`config.mk`:
```
export PLATFORM = sky130hd
export DESIGN_NAME = avalon_bus_arbiter
export DESIGN_NICKNAME = d
export VERILOG_FILES = /design/src/rtl/mips_bus_pkg.sv /design/src/rtl/avalon_bus_arbiter.sv
export SDC_FILE = /design/constraint.sdc
export NUM_CORES = 1
export LEC_CHECK = 0
export BUFFER_PORTS_ARGS = -buffer_cell sky130_fd_sc_hd__buf_2
export CORE_ASPECT_RATIO = 0.9
export CORE_MARGIN = 10
export CORE_UTILIZATION = 49
export DETAILED_ROUTE_END_ITERATION = 12
export PLACE_DENSITY = 0.85
export SYNTH_ARGS = -nofsm -noshare
export SYNTH_HDL_FRONTEND = slang
export SYNTH_SLANG_ARGS = --single-unit
```
`constraint.sdc`:
```
create_clock -name clk -period 11.6 [get_ports clk]
set_clock_uncertainty 0.2 [all_clocks]
set_input_delay 2.32 -clock clk [delete_from_list [all_inputs] [get_ports clk]]
set_output_delay 2.32 -clock clk [all_outputs]
set_load 0.05 [all_outputs]
```
`src/rtl/mips_bus_pkg.sv`:
```
// Shared types for the mips_cpu_bus Avalon arbiter.
// State, port and byte-lane constants.
package mips_bus_pkg;

  typedef enum logic [1:0] {
    IDLE,
    BUS_I,
    BUS_D
  } arb_state_t;

  typedef enum logic {
    PORT_I,
    PORT_D
  } port_t;

  localparam logic [3:0] BE_WORD = 4'b1111;

  // Applied to the byte-offset bits: the bus address is always word aligned.
  localparam logic [1:0] WORD_MASK = 2'b00;

endpackage

```
`src/rtl/avalon_bus_arbiter.sv`:
```
// Arbitrates fetch and data requesters onto one Avalon-MM master port.
// All bus strobes and requester responses are registered.
module avalon_bus_arbiter
  import mips_bus_pkg::*;
#(
  parameter int DATA_PRIORITY = 0,
  parameter int ADDR_W        = 32
) (
  input  logic              clk,
  input  logic              reset,
  input  logic              i_req,
  input  logic [ADDR_W-1:0] i_addr,
  output logic              i_ack,
  output logic [31:0]       i_rdata,
  input  logic              d_req,
  input  logic              d_write,
  input  logic [ADDR_W-1:0] d_addr,
  input  logic [31:0]       d_wdata,
  input  logic [3:0]        d_byteenable,
  output logic              d_ack,
  output logic [31:0]       d_rdata,
  output logic [ADDR_W-1:0] address,
  output logic              read,
  output logic              write,
  output logic [3:0]        byteenable,
  output logic [31:0]       writedata,
  input  logic              waitrequest,
  input  logic [31:0]       readdata
);

  arb_state_t r_state;
  arb_state_t w_next;
  port_t      r_last;

  logic w_i_elig;
  logic w_d_elig;
  logic w_gnt_i;
  logic w_gnt_d;
  logic w_done;

  // Grant decision and next state; ack cycle blocks a re-issue.
  always_comb begin
    w_i_elig = i_req && !i_ack;
    w_d_elig = d_req && !d_ack;
    w_next   = r_state;
    w_gnt_i  = 1'b0;
    w_gnt_d  = 1'b0;
    w_done   = 1'b0;
    unique case (r_state)
      IDLE: begin
        if (w_i_elig && w_d_elig) begin
          if (DATA_PRIORITY != 0 || r_last == PORT_I)
            w_gnt_d = 1'b1;
          else
            w_gnt_i = 1'b1;
        end else if (w_i_elig) begin
          w_gnt_i = 1'b1;
        end else if (w_d_elig) begin
          w_gnt_d = 1'b1;
        end
        if (w_gnt_i) w_next = BUS_I;
        if (w_gnt_d) w_next = BUS_D;
      end
      BUS_I, BUS_D: begin
        if (!waitrequest) begin
          w_done = 1'b1;
          w_next = IDLE;
        end
      end
      default: w_next = IDLE;
    endcase
  end

  // State register and round-robin pointer.
  always_ff @(posedge clk or posedge reset) begin
    if (reset) begin
      r_state <= IDLE;
      r_last  <= PORT_D;
    end else begin
      r_state <= w_next;
      if (w_gnt_i) r_last <= PORT_I;
      if (w_gnt_d) r_last <= PORT_D;
    end
  end

  // Bus strobes latched at grant, held through stalls, cleared on completion.
  always_ff @(posedge clk or posedge reset) begin
    if (reset) begin
      address    <= '0;
      read       <= 1'b0;
      write      <= 1'b0;
      byteenable <= 4'b0000;
      writedata  <= 32'h0;
      i_ack      <= 1'b0;
      d_ack      <= 1'b0;
      i_rdata    <= 32'h0;
      d_rdata    <= 32'h0;
    end else begin
      i_ack <= 1'b0;
      d_ack <= 1'b0;
      if (w_gnt_i) begin
        address    <= {i_addr[ADDR_W-1:2], i_addr[1:0] & WORD_MASK};
        read       <= 1'b1;
        write      <= 1'b0;
        byteenable <= BE_WORD;
        writedata  <= 32'h0;
      end else if (w_gnt_d) begin
        address    <= {d_addr[ADDR_W-1:2], d_addr[1:0] & WORD_MASK};
        read       <= !d_write;
        write      <= d_write;
        byteenable <= d_byteenable;
        writedata  <= d_write ? d_wdata : 32'h0;
      end else if (w_done) begin
        read       <= 1'b0;
        write      <= 1'b0;
        byteenable <= 4'b0000;
        if (r_state == BUS_I) begin
          i_ack   <= 1'b1;
          i_rdata <= readdata;
        end else begin
          d_ack <= 1'b1;
          if (read) d_rdata <= readdata;
        end
      end
    end
  end

endmodule

```
**Word-level counts from Yosys, hierarchy flattened**

Cells that the tools add are included.

- Register bits: 139
- Bits of input ports: 138

- Equality and inequality tests: 4
- Reductions and logical operators: 13
- Bitwise operators: 3
- Mux-type cells: 40

Operators by type and width:

| cell | count |
|---|---|
| 2-to-1 mux 32 bit | 5 |
| 2-to-1 mux 1 bit | 28 |
| 2-to-1 mux 4 bit | 3 |
| 2-to-1 mux 2 bit | 3 |
| AND reduction 5 bit | 1 |
| one-hot mux 2 bit (2 select lines) | 1 |
| AND reduction 4 bit | 1 |
| logical AND 1 bit | 3 |
| logical NOT 1 bit | 3 |
| inequality test 3 x 1 -> 1 bit (second input constant) | 1 |
| inverter 1 bit | 3 |
| nonzero test 3 bit | 1 |
| equality test 2 x 1 -> 1 bit (second input constant) | 1 |
| equality test 2 bit (second input constant) | 1 |
| logical NOT 2 bit | 1 |
| inequality test 2 bit (second input constant) | 1 |
| AND reduction 2 bit | 1 |
| nonzero test 2 bit | 1 |
| OR reduction 2 bit | 1 |

**Longest topological paths before layout**

- Depth in word-level cells: 9
- Mapped depth: 8
- Gate-level depth less buffers: 6

**Least setup slack after synthesis**

Ideal clock, no wire load.

- Kind: in2reg
- Start point: in waitrequest
- End point: reg i_rdata[10]
- Slack: 7874 ps
- Path buffers: 2
- Data required time: 11272 ps
- Library setup time: 128 ps
- Stages: 5
- Arrival time: 3399 ps
- Cells stage by stage: nand2b_1 buf_2 nor3b_4 buf_4 mux2_1

- Cells in the longest elaborated chain, start to end: 3

RTL lines:

| element | RTL line | source |
|---|---|---|
| start: declaration | avalon_bus_arbiter.sv:27 | `input logic waitrequest,` |
| 2-to-1 mux 1 bit | avalon_bus_arbiter.sv:65 | `if (!waitrequest) begin` |
| 2-to-1 mux 1 bit | avalon_bus_arbiter.sv:49 | `unique case (r_state)` |
| AND reduction 4 bit (no source line) | n/a |  |
| end signal: assignment | avalon_bus_arbiter.sv:119 | `i_rdata <= readdata;` |
| end: declaration | avalon_bus_arbiter.sv:14 | `output logic [31:0] i_rdata,` |

No other way between the ends.
A chain may end at the register's enable or synchronous reset.

**Worst setup path in the final report**

- Start point: in i_req
- End point: reg d_rdata[12]

- Cells in the longest elaborated chain, start to end: 7

RTL lines:

| element | RTL line | source |
|---|---|---|
| start: declaration | avalon_bus_arbiter.sv:11 | `input logic i_req,` |
| logical AND 1 bit * | avalon_bus_arbiter.sv:43 | `w_i_elig = i_req && !i_ack;` |
| 2-to-1 mux 1 bit or logical AND 1 bit (tied branches) | avalon_bus_arbiter.sv:56, avalon_bus_arbiter.sv:51 |  |
| 2-to-1 mux 1 bit | avalon_bus_arbiter.sv:51 | `if (w_i_elig && w_d_elig) begin` |
| 2-to-1 mux 1 bit (2 in a row) | avalon_bus_arbiter.sv:49 |  |
| inverter 1 bit (no source line) | n/a |  |
| AND reduction 5 bit (no source line) * | n/a |  |
| end signal: assignment | avalon_bus_arbiter.sv:122 | `if (read) d_rdata <= readdata;` |
| end: declaration | avalon_bus_arbiter.sv:21 | `output logic [31:0] d_rdata,` |

Every way passes the cells marked *; elsewhere a longest branch is shown, timed or not. The select of a mux whose other input is x is not followed.

==> results.txt <==
----------------------------------------------------
[Status]
  Outcome ... finished, final reports clean

[Cells and area]
  Synthesis-to-finish area growth ... 36.7%
  NumNets Final ... 824
  Fraction of layout cells with a size suffix above 1 ... 45.3%
  Antenna diodes ... 0
  Final standard cell utilization of the core ... 68.2%
  Number of fill cells ... 811

[STA]
  Max transition margin ... 15.0%
  Unrepaired setup endpoints after global routing ... no
  Setup violations, final ... 0
  Shortest clock period the worst path allows after layout ... 4.73 ns
  Maximum clock frequency ... 211 MHz
  Accumulated negative setup slack ... 0 ns
  Final clock period utilization by the worst path ... 40.8%
  Slew @ Worst Pin ... 1.28 ns
  Final Hold Fails ... 0
  Max-slew violation total from the final report ... 0

[Critical path]
  Data arrival time of the critical path ... 4.82 ns
  Crit Reg-Reg Endpoint ... d_rdata[12]
  Startpoint Class ... input port
  RR Startpoint ... r_state[0]
  Top fanout value on the critical path ... 68
  Data required time at the worst endpoint ... 11.69 ns
  Type of element capturing the critical path ... flop
  Depth of the most critical reg-to-reg path ... 6
  Critical path class ... input port to flop
  Register-to-Register Setup Slack ... 8.30 ns

[Yosys]
  Post-synth top area cell ... dfrtp_1
  Primary FF master, synth ... dfrtp_1
  Proportion of netlist area held by the largest area contributor ... 63.1%
  Number of flip-flops and latches in the synthesized netlist ... 137
  Cell types with the largest area share after synthesis ... dfrtp_1, mux2_1, a21oi_1
  Synthesized area per cell ... 12.8 µm²
  Number of flops mapped to enable cells by yosys ... 0
  Sequential share of the synthesized area ... 63.5%
  Mapped cell area ... 5400 µm²
  Number of standard cells after synthesis ... 421
  Share of flip-flops with an asynchronous set or reset ... 100%
  Most frequent cells after synthesis ... dfrtp_1, a21oi_1, mux2_1, nand2_1
  Cell variety after synth ... 28
  Most frequent cell after synthesis ... dfrtp_1
  Number of warnings issued by yosys ... 0

[Placed design]
  Routability congestion estimate ... 0.861
  HPWL reported at the end of detailed placement ... 12200 µm
  Port Buffers ... 267

[Power]
  Power share of the clock group ... 19.1%
  Power, Total ... 2.84 mW
  Power share of the combinational group ... 52.4%
  Leakage ... 3.90 nW
  Power density over the cells ... 386 nW/µm²
  Sw Ratio ... 50.7%
  Total net switching power ... 1.44 mW
  Internal power component ... 1.40 mW
  Flop pwr share ... 28.4%
  Worst-case vdd ir drop ... 0.203 mV

[Routing]
  Wirelength per Cell ... 19.8 µm
  Remaining antenna violation count ... 0
  Routed via count ... 4371
  Detail Route met2 WL ... 8550 µm
  Vias per std cell ... 5.27
  WL met3 ... 1630 µm
  Uppermost routed layer ... met5
  Number of DRC violations after detailed-routing iteration 0 ... 308
  Length of the first detailed-routing pass in iterations ... 4
  Met1 wire length ... 5870 µm
  Total Routed Length ... 16500 µm
  DRC ... 0

[GRT]
  Antenna violations before repair ... 1
  Vias in the first global route ... 4867
  Wire length of the first global-routing pass ... 25600 µm
  Congestion Overflow GR ... 0
  Maximum number of pins on one net before global-route repair ... 73
  Overall fraction of global-route tracks in use ... 21.1%

[Clocking]
  Clk sink count ... 137
  Clock tree root buffer cell ... clkbuf_16
  Number of levels in the clock H-tree ... 4
  Post-CTS setup buffers ... 0
  Post-cts resize count ... 0
  Worst-path clk slew ... 0.05 ns
  Number of buffers created by CTS ... 17
  Clock Path Buffers ... 2
  Latest clock arrival within the worst-skew pair ... 0.41 ns
  CTS tree ... built
  Hold-fix buffer count after cts ... 0

[Min path]
  Hold WC Path Type ... flop to flop
  Terminating pin of the worst hold path ... r_last
  Launch point of the worst hold path ... r_last
  Count of cells along the worst hold path ... 2

[Floorplanning]
  Core area ... 10800 µm²
  Die outline width ... 131 µm
  Die height ... 120 µm
  Die footprint ... 15600 µm²
  Starting density of the core ... 49.9%
  Row cnt ... 36
  I/O pin cnt ... 274

[Job]
  Number of max-capacitance violations reported ... 0

----------------------------------------------------
state kept, by name (all words and copies together), names as in the netlist:
| name | count |
|---|---|
| write | 1 |
| d_ack | 1 |
| i_ack | 1 |
| d_rdata | 32 |
| read | 1 |
| writedata | 32 |
| i_rdata | 32 |
| address | 30 |
| byteenable | 4 |
| r_last | 1 |
| r_state | 2 |
metrics by stage:
step,hold slack [ns],std cells,setup slack [ns],cell area (µm²)
detailed placement,0.262,798,6.41,6770
CTS,0.270,830,6.84,7380
global route,0.292,830,6.65,7380
floorplan,0.237,422,5.41,5400
finish,0.265,830,6.87,7380
global placement,0.244,798,6.49,6770
critical path, stage by stage:
cell and delay, ns:
buf_2 0.11, nand2b_1 0.16, a21bo_2 0.16, buf_4 0.56
nand3_2 0.88, mux2_1 0.61
metal layers:
metal  vias to the layer above  global-route usage [%]
met5                         -                       0
met3                        34                    7.88
met4                         2                    9.31
met1                      2104                    22.8
li1                       1994                       -
met2                       237                    36.0
placed cells by master (no fill, tap or decap), types with 2 or more instances in the layout:
master	count
a21oi_1	63
a22o_1	32
a2bb2oi_1	4
and3_1	2
buf_2	267
buf_4	5
bufinv_16	3
clkbuf_16	17
clkbuf_8	2
clkinv_2	6
clkinvlp_4	3
conb_1	2
dfrtp_1	136
ha_1	2
inv_1	2
mux2_1	59
mux2_2	5
nand2_1	37
nand2b_1	3
nand3_2	2
nor2_1	32
o22ai_1	2
final cells by class:
cell class	count	area, µm²	area share (%)
sequential	137	3430	46.5
clock buffer	19	453	6.14
tap	133	166	2.26
timing repair buffer	272	1370	18.6
multi-input combinational	253	1790	24.3
clock inverter	13	151	2.05
inverter	3	13.8	0.187
worst max path at each step:
stage | startpoint | endpoint | slack (ns)
finish | i_req | d_rdata[12] | 6.87
global route | i_req | d_rdata[12] | 6.65
CTS | i_req | d_rdata[12] | 6.84
detailed placement | i_req | d_rdata[5] | 6.41
global placement | i_req | d_rdata[2] | 6.49
floorplan | reset | address[10] | 5.41
logic make-up after synthesis:
kind of cell	Yosys count	synth area share, %
compound gates	104	12.6
fa+ha+maj	2	0.464
buf+inv	32	3.38
flops	137	63.5
mux	64	13.4
other cells	1	0.0695
simple gates	81	6.58
power groups by stage:
stage | Clock [mW] | Sequential [mW] | Combinational, mW
finish | 0.545 | 0.809 | 1.49
global route | 0.579 | 0.834 | 1.57
CTS | 0.553 | 0.809 | 1.50
detailed placement | 0 | 0.813 | 1.50
global placement | 0 | 0.797 | 1.46
floorplan | 0 | 1.55 | 0.385
Note: power is estimated with default switching activity, not from simulation.
